===== src/rtl/ysyx_25010008_lsu.sv =====
// Load/store unit: runs one core memory request at a time as an AXI4-Lite read or write on arbiter port 1.
// Optional build macro LSU_MISALIGN_CHECK_EN answers misaligned half/word requests with an error and no bus beat.
module ysyx_25010008_lsu (
    input  logic        clock,
    input  logic        reset,
    // core request / response
    input  logic        req_valid,
    output logic        req_ready,
    input  logic        req_wen,
    input  logic [31:0] req_addr,
    input  logic [31:0] req_wdata,
    input  logic [1:0]  req_size,
    input  logic        req_unsigned,
    output logic        resp_valid,
    input  logic        resp_ready,
    output logic [31:0] resp_rdata,
    output logic        resp_err,
    // AXI4-Lite read channel
    output logic [31:0] araddr,
    output logic        arvalid,
    input  logic        arready,
    output logic        rready,
    input  logic [31:0] rdata,
    input  logic [1:0]  rresp,
    input  logic        rvalid,
    // AXI4-Lite write channel
    output logic [31:0] awaddr,
    output logic        awvalid,
    input  logic        awready,
    output logic [31:0] wdata,
    output logic [3:0]  wstrb,
    output logic        wvalid,
    input  logic        wready,
    output logic        bready,
    input  logic [1:0]  bresp,
    input  logic        bvalid
);

    localparam logic [2:0] S_IDLE  = 3'd0;
    localparam logic [2:0] S_RADDR = 3'd1;
    localparam logic [2:0] S_RDATA = 3'd2;
    localparam logic [2:0] S_WREQ  = 3'd3;
    localparam logic [2:0] S_WRESP = 3'd4;
    localparam logic [2:0] S_RESP  = 3'd5;

    logic [2:0]  state;
    logic [1:0]  off_q;
    logic [1:0]  size_q;
    logic        unsigned_q;
    logic        aw_done;
    logic        w_done;

    logic        misaligned;
    logic [3:0]  strb_base;
    logic [31:0] lane;
    logic [31:0] load_ext;

    // NOTE: every handshake output is a decode of registered state, so no AXI input reaches an AXI output combinationally.
    assign req_ready  = (state == S_IDLE);
    assign arvalid    = (state == S_RADDR);
    assign rready     = (state == S_RDATA);
    assign awvalid    = (state == S_WREQ) && !aw_done;
    assign wvalid     = (state == S_WREQ) && !w_done;
    assign bready     = (state == S_WRESP);
    assign resp_valid = (state == S_RESP);

    // NOTE: every variable written here gets a default first so no latch is inferred.
    always_comb begin
        misaligned = 1'b0;
`ifdef LSU_MISALIGN_CHECK_EN
        if (req_size == 2'd1)
            misaligned = req_addr[0];
        else if (req_size != 2'd0)
            misaligned = (req_addr[1:0] != 2'b00);
`endif
    end

    always_comb begin
        strb_base = 4'b1111;
        case (req_size)
            2'd0:    strb_base = 4'b0001;
            2'd1:    strb_base = 4'b0011;
            default: strb_base = 4'b1111;
        endcase
    end

    // Lanes shift by whole bytes, so a misaligned half/word simply loses the bytes past bit 31.
    always_comb begin
        lane     = rdata >> {off_q, 3'b000};
        load_ext = lane;
        case (size_q)
            2'd0:    load_ext = unsigned_q ? {24'b0, lane[7:0]}  : {{24{lane[7]}}, lane[7:0]};
            2'd1:    load_ext = unsigned_q ? {16'b0, lane[15:0]} : {{16{lane[15]}}, lane[15:0]};
            default: load_ext = lane;
        endcase
    end

    // NOTE: sequential state uses non-blocking assignments only; reset is synchronous to clock.
    always_ff @(posedge clock) begin
        if (reset) begin
            state      <= S_IDLE;
            off_q      <= 2'b00;
            size_q     <= 2'b00;
            unsigned_q <= 1'b0;
            aw_done    <= 1'b0;
            w_done     <= 1'b0;
            araddr     <= 32'b0;
            awaddr     <= 32'b0;
            wdata      <= 32'b0;
            wstrb      <= 4'b0;
            resp_rdata <= 32'b0;
            resp_err   <= 1'b0;
        end else begin
            case (state)
                S_IDLE: begin
                    if (req_valid) begin
                        off_q      <= req_addr[1:0];
                        size_q     <= req_size;
                        unsigned_q <= req_unsigned;
                        aw_done    <= 1'b0;
                        w_done     <= 1'b0;
                        resp_rdata <= 32'b0;
                        resp_err   <= 1'b0;
                        if (misaligned) begin
                            resp_err <= 1'b1;
                            state    <= S_RESP;
                        end else if (req_wen) begin
                            awaddr <= {req_addr[31:2], 2'b00};
                            wdata  <= req_wdata << {req_addr[1:0], 3'b000};
                            wstrb  <= strb_base << req_addr[1:0];
                            state  <= S_WREQ;
                        end else begin
                            araddr <= {req_addr[31:2], 2'b00};
                            state  <= S_RADDR;
                        end
                    end
                end
                S_RADDR: begin
                    if (arready)
                        state <= S_RDATA;
                end
                S_RDATA: begin
                    if (rvalid) begin
                        resp_rdata <= load_ext;
                        resp_err   <= (rresp != 2'b00);
                        state      <= S_RESP;
                    end
                end
                S_WREQ: begin
                    // Address and data may complete in either order or in the same cycle.
                    if (awready)
                        aw_done <= 1'b1;
                    if (wready)
                        w_done <= 1'b1;
                    if ((aw_done || awready) && (w_done || wready))
                        state <= S_WRESP;
                end
                S_WRESP: begin
                    if (bvalid) begin
                        resp_err <= (bresp != 2'b00);
                        state    <= S_RESP;
                    end
                end
                S_RESP: begin
                    if (resp_ready)
                        state <= S_IDLE;
                end
                default: state <= S_IDLE;
            endcase
        end
    end

endmodule


===== config.mk =====
export PLATFORM = sky130hd
export DESIGN_NAME = ysyx_25010008_lsu
export DESIGN_NICKNAME = d
export VERILOG_FILES = /design/src/rtl/ysyx_25010008_lsu.sv
export SDC_FILE = /design/constraint.sdc
export NUM_CORES = 1
export LEC_CHECK = 0
export CORE_MARGIN = 10
export CORE_UTILIZATION = 43
export CTS_CLUSTER_SIZE = 24
export DETAILED_ROUTE_END_ITERATION = 12
export PLACE_DENSITY = 0.81
export RECOVER_POWER = 25
export SYNTH_ARGS = -nofsm -noshare
export SYNTH_HDL_FRONTEND = slang
export SYNTH_SLANG_ARGS = --single-unit
export TNS_END_PERCENT = 1

===== constraint.sdc =====
create_clock -name clock -period 2.15 [get_ports clock]
set_input_delay 0.43 -clock clock [delete_from_list [all_inputs] [get_ports clock]]
set_output_delay 0.43 -clock clock [all_outputs]
set_load 0.05 [all_outputs]

# Word-level counts from Yosys, hierarchy flattened

Cells that the tools add are included.

Input bits: 113
Register bits after elaboration: 139
Output and inout bits: 140

Reductions and logical operators: 23
Equal/unequal tests: 15
Bitwise operators: 1
Shift-type cells: 3
Muxes and demuxes: 23

Operators by type and width:

| kind               | count |
|---|---|
| $mux 32            | 4 |
| $pmux 32 s2        | 2 |
| $shl 32x5->32      | 1 |
| $shr 32x5->32      | 1 |
| $mux 3             | 6 |
| $pmux 3 s6         | 1 |
| $reduce_and 3->1   | 5 |
| $ne 2x1->1 const B | 5 |
| $pmux 4 s2         | 1 |
| $reduce_bool 2->1  | 4 |
| $eq 3x2->1 const B | 2 |
| $eq 3x3->1 const B | 2 |
| $ne 2x2->1 const B | 3 |
| $reduce_and 6->1   | 1 |
| $mux 1             | 5 |
| $eq 2x1->1 const B | 2 |
| $logic_not 2->1    | 2 |
| $pmux 1 s2         | 2 |
| $reduce_and 4->1   | 1 |
| $shl 4x2->4        | 1 |
| $eq 3x1->1 const B | 1 |
| $logic_and 1x1->1  | 3 |
| $logic_not 3->1    | 1 |
| $pmux 1 s3         | 1 |
| 6 further kinds    | 8 |

# Depth between registers and ports, before layout

Gate-level depths: netlist of run 1.

Depth after elaboration: 5
Mapped depth: 7

# Worst setup path after synthesis of run 1

Ideal clock, no wire load.

Kind: register to register
From: register state[0]
To: register wdata[0]
Path buffers: 3
Setup slack: -0.081 ns
Clock period less this slack: 2.231 ns
Setup time: 0.128 ns
Data arrival time: 2.104 ns
Stages on the path, launching flop included: 8
Cell sequence: dfxtp_1 buf_2 nor3_2 nand3_1 clkbuf_1 clkbuf_1 a22oi_1 nor2_1

Longest elaborated chain between the ends: 2

Ends and longest elaborated chain:

| element                    | RTL line | text |
|---|---|---|
| start, declared            | 46       | `logic [2:0] state;` |
| start signal, assigned     | 101      | `state <= S_IDLE;` |
| start signal, assigned     | 126      | `state <= S_RESP;` |
| start signal, assigned     | 131      | `state <= S_WREQ;` |
| $logic_not 3->1            | --       |  |
| named net req_ready        | 8        | `output logic req_ready,` |
| $reduce_and 3->1 (no line) | --       |  |
| end signal, assigned       | 129      | `wdata <= req_wdata << {req_addr[1:0], 3'b000};` |
| end, declared              | 30       | `output logic [31:0] wdata,` |

The timed path passes the listed nets, and every way through them passes these cells.
A chain may end at the register's enable or synchronous reset.

# Worst setup path after layout of run 1

From: register state[1]
To: output port bready

Longest elaborated chain between the ends: 1

Ends and longest elaborated chain:

| element       | RTL line | text |
|---|---|---|
| $eq 3x3->1    | 64       | `assign bready = (state == S_WRESP);` |
| end, declared | 34       | `output logic bready,` |

No other way between the ends.

==> impl_metrics.py, run 1 <==
metrics = {
    "place": {
        "place_congestion": 0.861,
        "io_buffer_count": 248,
        "hpwl_mm": 15.6,
    },
    "floorplan": {
        "io_pins": 253,
        "fp.dieH_um": 138,
        "initial_utilization_pct": 43.5,
        "die_x_um": 138,
        "rows": 43,
        "core_area_um2": 13700,
        "die-area_um2": 19000,
    },
    "routing": {
        "dr.pass1.iters": 5,
        "drcViolationCount": 0,
        "num_vias": 6101,
        "wl_per_cell_um": 18.4,
        "ant_nets": 0,
        "viasPerCell": 5.32,
        "wirelength_mm": 21.1,
        "initialDrtViolationCount": 373,
    },
    "clock_tree": {
        "cts_root_buffer": "clkbuf_16",
        "numCtsBuffers": 17,
        "cts_tree": "yes",
        "post_cts_buffers": 0,
        "cts.sinks": 139,
        "worst_skew_pair.late_latency_ns": 0.41,
        "clock_path_buffers": 2,
        "clk_pin_slew_worst_paths_ns": 0.06,
        "ctsHtreeMaxLevel": 4,
    },
    "timing": {
        "drv_slew": 0,
        "hold_ws_ns": 0.305,
        "max_slew_margin_pct": 52.5,
        "finalClockSkew_ns": 0.00791,
        "finalSetupTns_ns": 0,
        "tightest_slew_ns": 0.716,
        "hold_viol": 0,
        "finalCritPeriodShare_pct": 96.9,
        "min_period_ns": 2.08,
        "max_freq_mhz": 480,
        "setup_viol": 0,
    },
    "synth": {
        "synth_most_common_cell": "nand2_1",
        "ys_seq_area_share_pct": 46.6,
        "synth_seq_cells": 139,
        "syn_area_um2": 5970,
        "synth_common_cells": "nand2_1 (165), dfxtp_1 (139), a21oi_1 (105)",
        "syn-instance-count": 718,
        "async_flop_share_pct": 0,
        "syn_area_per_cell_um2": 8.32,
        "yosysWarnings": 0,
        "yosys.area.top_type": "dfxtp_1",
        "synth_edf_count": 0,
        "synth_top_area_share_pct": 46.6,
        "synthTopCellsByArea": "dfxtp_1 (47%), nand2_1 (10%), a21oi_1 (8.8%)",
        "yosys_most_used_dff": "dfxtp_1",
        "synth_cell_types": 48,
    },
    "worst_hold_path": {
        "hold_class": "input port to flop",
    },
    "setup_path": {
        "worst_setup_path_end_kind": "output pin",
        "required_ns": 1.72,
        "regToRegSetupSlack_ns": 0.08,
        "worst-setup-path-type": "flop to output pin",
        "start_kind": "flop",
        "arrival_ns": 1.65,
        "worstPathMaxFanout": 8,
    },
    "grt": {
        "grt_max_degree": 76,
        "antenna_found_initial": 1,
        "grt_use_total_pct": 21.3,
        "grt_pass1_vias": 6074,
        "grt_pass1_wl_mm": 32.3,
        "overflow": 0,
    },
    "pwr": {
        "power.density_nw_per_um2": 1080,
        "ir_worst_vdd_v": 0.000603,
        "p_leak_uw": 0.00335,
    },
    "final_layout": {
        "fillers": 1163,
        "nets": 1065,
        "fin_util_pct": 68.0,
        "layout-drive-gt1-share_pct": 10.2,
        "area_growth_pct": 56.3,
    },
    "run": {
        "cap_violations": 0,
    },
    "run_status": {
        "status": "complete, no violations",
    },
}
report_power, final:
group          internal, uW  leakage, uW  switching (uW)
logic                  1470      0.00194            2520
registers              2900      0.00113             216
clock network          1760     0.000279            1170
total                  6140      0.00335            3910
registers in the layout, summed over array words and instances (netlist names):
| signal | flops |
|---|---|
| w_done | 1 |
| size_q | 2 |
| wstrb | 4 |
| aw_done | 1 |
| resp_err | 1 |
| wdata | 32 |
| resp_rdata | 32 |
| araddr | 30 |
| awaddr | 30 |
| off_q | 2 |
| state | 3 |
| unsigned_q | 1 |
placed cells by master (no fill, tap or decap), types with 5 or more instances in the layout:
cell type / instances
o211ai_1: 15
mux2i_1: 33
mux2_2: 17
dfxtp_1: 137
o21ai_0: 24
a22oi_1: 11
a22o_1: 8
a32oi_1: 16
clkdlybuf4s50_1: 236
nand2_1: 165
nand3_1: 7
nor3_1: 13
a21oi_1: 105
nor2_1: 37
clkinvlp_4: 5
buf_12: 11
a211oi_1: 8
clkbuf_16: 17
buf_4: 23
or3_1: 10
nor2b_1: 6
cell type report:
type	instances	area, um2	area share (%)
Inverter	3	11.3	0.121
Timing Repair Buffer	279	2810	30.1
Tap cell	180	225	2.41
Clock buffer	18	439	4.70
Antenna cell	1	2.50	0.0268
Clock inverter	14	160	1.72
Sequential cell	139	2790	29.9
Multi-Input combinational cell	512	2900	31.1
critical path, cell delays in order (launching register included):
cell     delay (ns)
dfxtp_1        0.34
buf_4          0.18
or3b_2         0.50
inv_2          0.09
buf_12         0.13
through the flow:
stage	cell area, um2	power, uW	worst slack [ns]	instances
final	9340	10000	0.0665	1146
after global routing	9340	10500	-0.0644	1146
after CTS	9380	10200	0.0173	1145
after detailed placement	8780	7210	-0.0387	1113
after global placement	8780	7160	0.0121	1113
after floorplan	5990	5710	0.180	721
worst paths after layout:
path,from,end,depth (start not counted)
setup reg to reg,off_q[0],resp_rdata[31],6
setup / recovery,state[1],bready,4
hold reg to reg,wdata[9],wdata[9],2
hold / removal,reset,wstrb[1],2
routing by layer:
| layer | GRT usage, % | share of wire [%] | up-vias |
|---|---|---|---|
| met5 | 0 | 0 | - |
| met4 | 8.00 | 2.3 | 0 |
| met3 | 8.77 | 11 | 36 |
| met2 | 35.5 | 49 | 246 |
| met1 | 23.9 | 38 | 2850 |
| li1 | - | - | 2969 |
cell families (layout without fill, tap and decap cells):
kind of cell,count (synthesis),in the layout,synth area share [%]
other,1,5,0.0628
buffers and inverters,70,314,5.11
AO/OA/AOI/OAI,198,198,20.1
flip-flops,139,139,46.6
AND/OR/NAND/NOR,259,259,19.0
multiplexers,51,51,9.11
timing repair:
action	4_1_cts	5_1_grt
setup endpoints to repair	1	2
hold buffers	0	0
hold endpoints to repair	0	0
gates resized for setup	1	3
(Power assumes the default switching activity.)
==> run 2: changes to the inputs <==
SKIP_LAST_GASP = 1   (was not set)
==> impl_metrics.py, run 2 (synthesis gave the netlist of run 1 again) <==
metrics = {
    "run_status": {
        "status": "complete, no violations",
    },
    "setup_path": {
        "slowest_stage": "or3b_2",
        "slowest_delay_ns": 0.50,
        "arrival_ns": 1.68,
        "worst-path-buf-inv": 3,
        "worstPathMaxFanout": 8,
        "worst-setup-path-type": "flop to output pin",
        "worst_setup_path_end_kind": "output pin",
        "start_kind": "flop",
        "crit_path_cell_trace": "buf_4 > or3b_2 > inv_1 > buf_12",
        "required_ns": 1.72,
        "crit_family": "simple AND/OR/NAND/NOR gates",
    },
    "floorplan": {
        "die-area_um2": 19000,
        "fp.dieH_um": 138,
        "rows": 43,
        "die_x_um": 138,
        "initial_utilization_pct": 43.5,
        "io_pins": 253,
        "core_area_um2": 13700,
    },
    "pwr": {
        "p_leak_uw": 0.00338,
        "ir_worst_vdd_v": 0.000607,
        "power.density_nw_per_um2": 1080,
        "power_uw": 10100,
    },
    "timing": {
        "hold_viol": 0,
        "grt_setup_unrepaired": "yes",
        "finalCritPeriodShare_pct": 98.3,
        "min_period_ns": 2.11,
        "finalSetupTns_ns": 0,
        "setup_viol": 0,
        "max_freq_mhz": 473,
        "tightest_slew_ns": 0.697,
        "drv_slew": 0,
        "setup_slack_ns": 0.0357,
        "max_slew_margin_pct": 53.4,
        "finalClockSkew_ns": 0.00782,
    },
    "routing": {
        "viasPerCell": 5.29,
        "num_vias": 6059,
        "wirelength_mm": 21.1,
        "ant_nets": 0,
        "wl_per_cell_um": 18.4,
        "dr.pass1.iters": 5,
        "drcViolationCount": 0,
        "initialDrtViolationCount": 384,
    },
    "grt": {
        "overflow": 0,
        "grt_use_total_pct": 21.3,
        "grt_max_degree": 76,
        "grt_pass1_vias": 6074,
        "antenna_found_initial": 1,
        "grt_pass1_wl_mm": 32.3,
    },
    "final_layout": {
        "layout-drive-gt1-share_pct": 10.7,
        "fin_util_pct": 68.4,
        "area_growth_pct": 57.1,
        "reg_top3": "resp_rdata x32, wdata x32",
        "mostFrequentLayoutCells": "clkdlybuf4s50_1 (237), nand2_1 (165), dfxtp_1 (137)",
        "final_common_cell": "clkdlybuf4s50_1",
        "nets": 1065,
    },
    "clock_tree": {
        "clock_path_buffers": 2,
        "numCtsBuffers": 17,
        "clk_pin_slew_worst_paths_ns": 0.06,
        "cts_tree": "yes",
        "ctsHtreeMaxLevel": 4,
        "postCtsHoldBufs": 0,
        "cts.sinks": 139,
        "cts_root_buffer": "clkbuf_16",
        "worst_skew_pair.late_latency_ns": 0.41,
    },
    "place": {
        "hpwl_mm": 15.6,
        "dp_slack_ns": -0.0387,
        "place_congestion": 0.861,
        "io_buffer_count": 248,
    },
    "run": {
        "cap_violations": 0,
    },
    "worst_hold_path": {
        "hold_class": "input port to flop",
    },
}
==> run 2: changes by cell type in the layout (fill, tap and decap cells not counted), sizes merged <==
cell           before  now
buf                34   42
clkdlybuf4s50     236  237
clkbuf             26   18
dlygate4sd3         1    0
==> run 2: metal layers <==
metal	vias to the layer above	share of wire (%)	global-route usage [%]
met3	32	10	8.77
met4	0	2.3	8.00
met1	2813	38	23.9
met2	244	49	35.5
met5	-	0	0
li1	2970	-	-
==> run 2: worst register-to-register path, cell delays in order, from the launching register on <==
cell and delay [ns]:
dfxtp_1 0.34, nor2b_1 0.53, a22oi_1 0.20, a2111o_1 0.50, buf_12 0.16, o21ai_1 0.10
==> run 2: path summary, 6_finish.rpt <==
check	startpoint	endpoint	slack, ns	cells past startpoint
setup / recovery	state[1]	bready	0.04	4
hold / removal	reset	wstrb[1]	0.30	2
setup reg to reg	off_q[0]	resp_rdata[20]	0.25	5
hold reg to reg	wdata[9]	wdata[9]	0.45	2
==> run 2: area by class of cell <==
| cell class | instances | area [um2] |
|---|---|---|
| flip-flops and latches | 139 | 2790 |
| clock buffers | 18 | 439 |
| repair buffers | 279 | 2850 |
| multi-input cells | 512 | 2910 |
| diodes | 1 | 2.50 |
| well taps | 180 | 225 |
| inverters | 3 | 11.3 |
| clock inverters | 14 | 160 |
| fillers | 1156 | 4340 |
==> run 2: power by group <==
group / switching [uW] / internal, uW / total, uW
Sequential: 219 / 2900 / 3120
Clock: 1180 / 1760 / 2950
Combinational: 2530 / 1510 / 4050
Total: 3930 / 6180 / 10100
==> run 2: per-stage QoR <==
step,std cells,area (um2),hold WS (ns)
finish,1146,9380,0.304
global route,1146,9380,0.298
CTS,1145,9380,0.285
detailed placement,1113,8780,0.446
global placement,1113,8780,0.439
floorplan,721,5990,0.445
==> run 2: timing repair <==
item | 4_1_cts | 5_1_grt
gates resized for setup | 1 | 1
setup endpoints to repair | 1 | 2
buffers inserted | 0 | 0
==> run 3: changes to the inputs <==
CAP_MARGIN = 15   (was not set)
==> results of run 3 <==
Same layout as run 2: the final DEF is identical, and so are final timing and power.
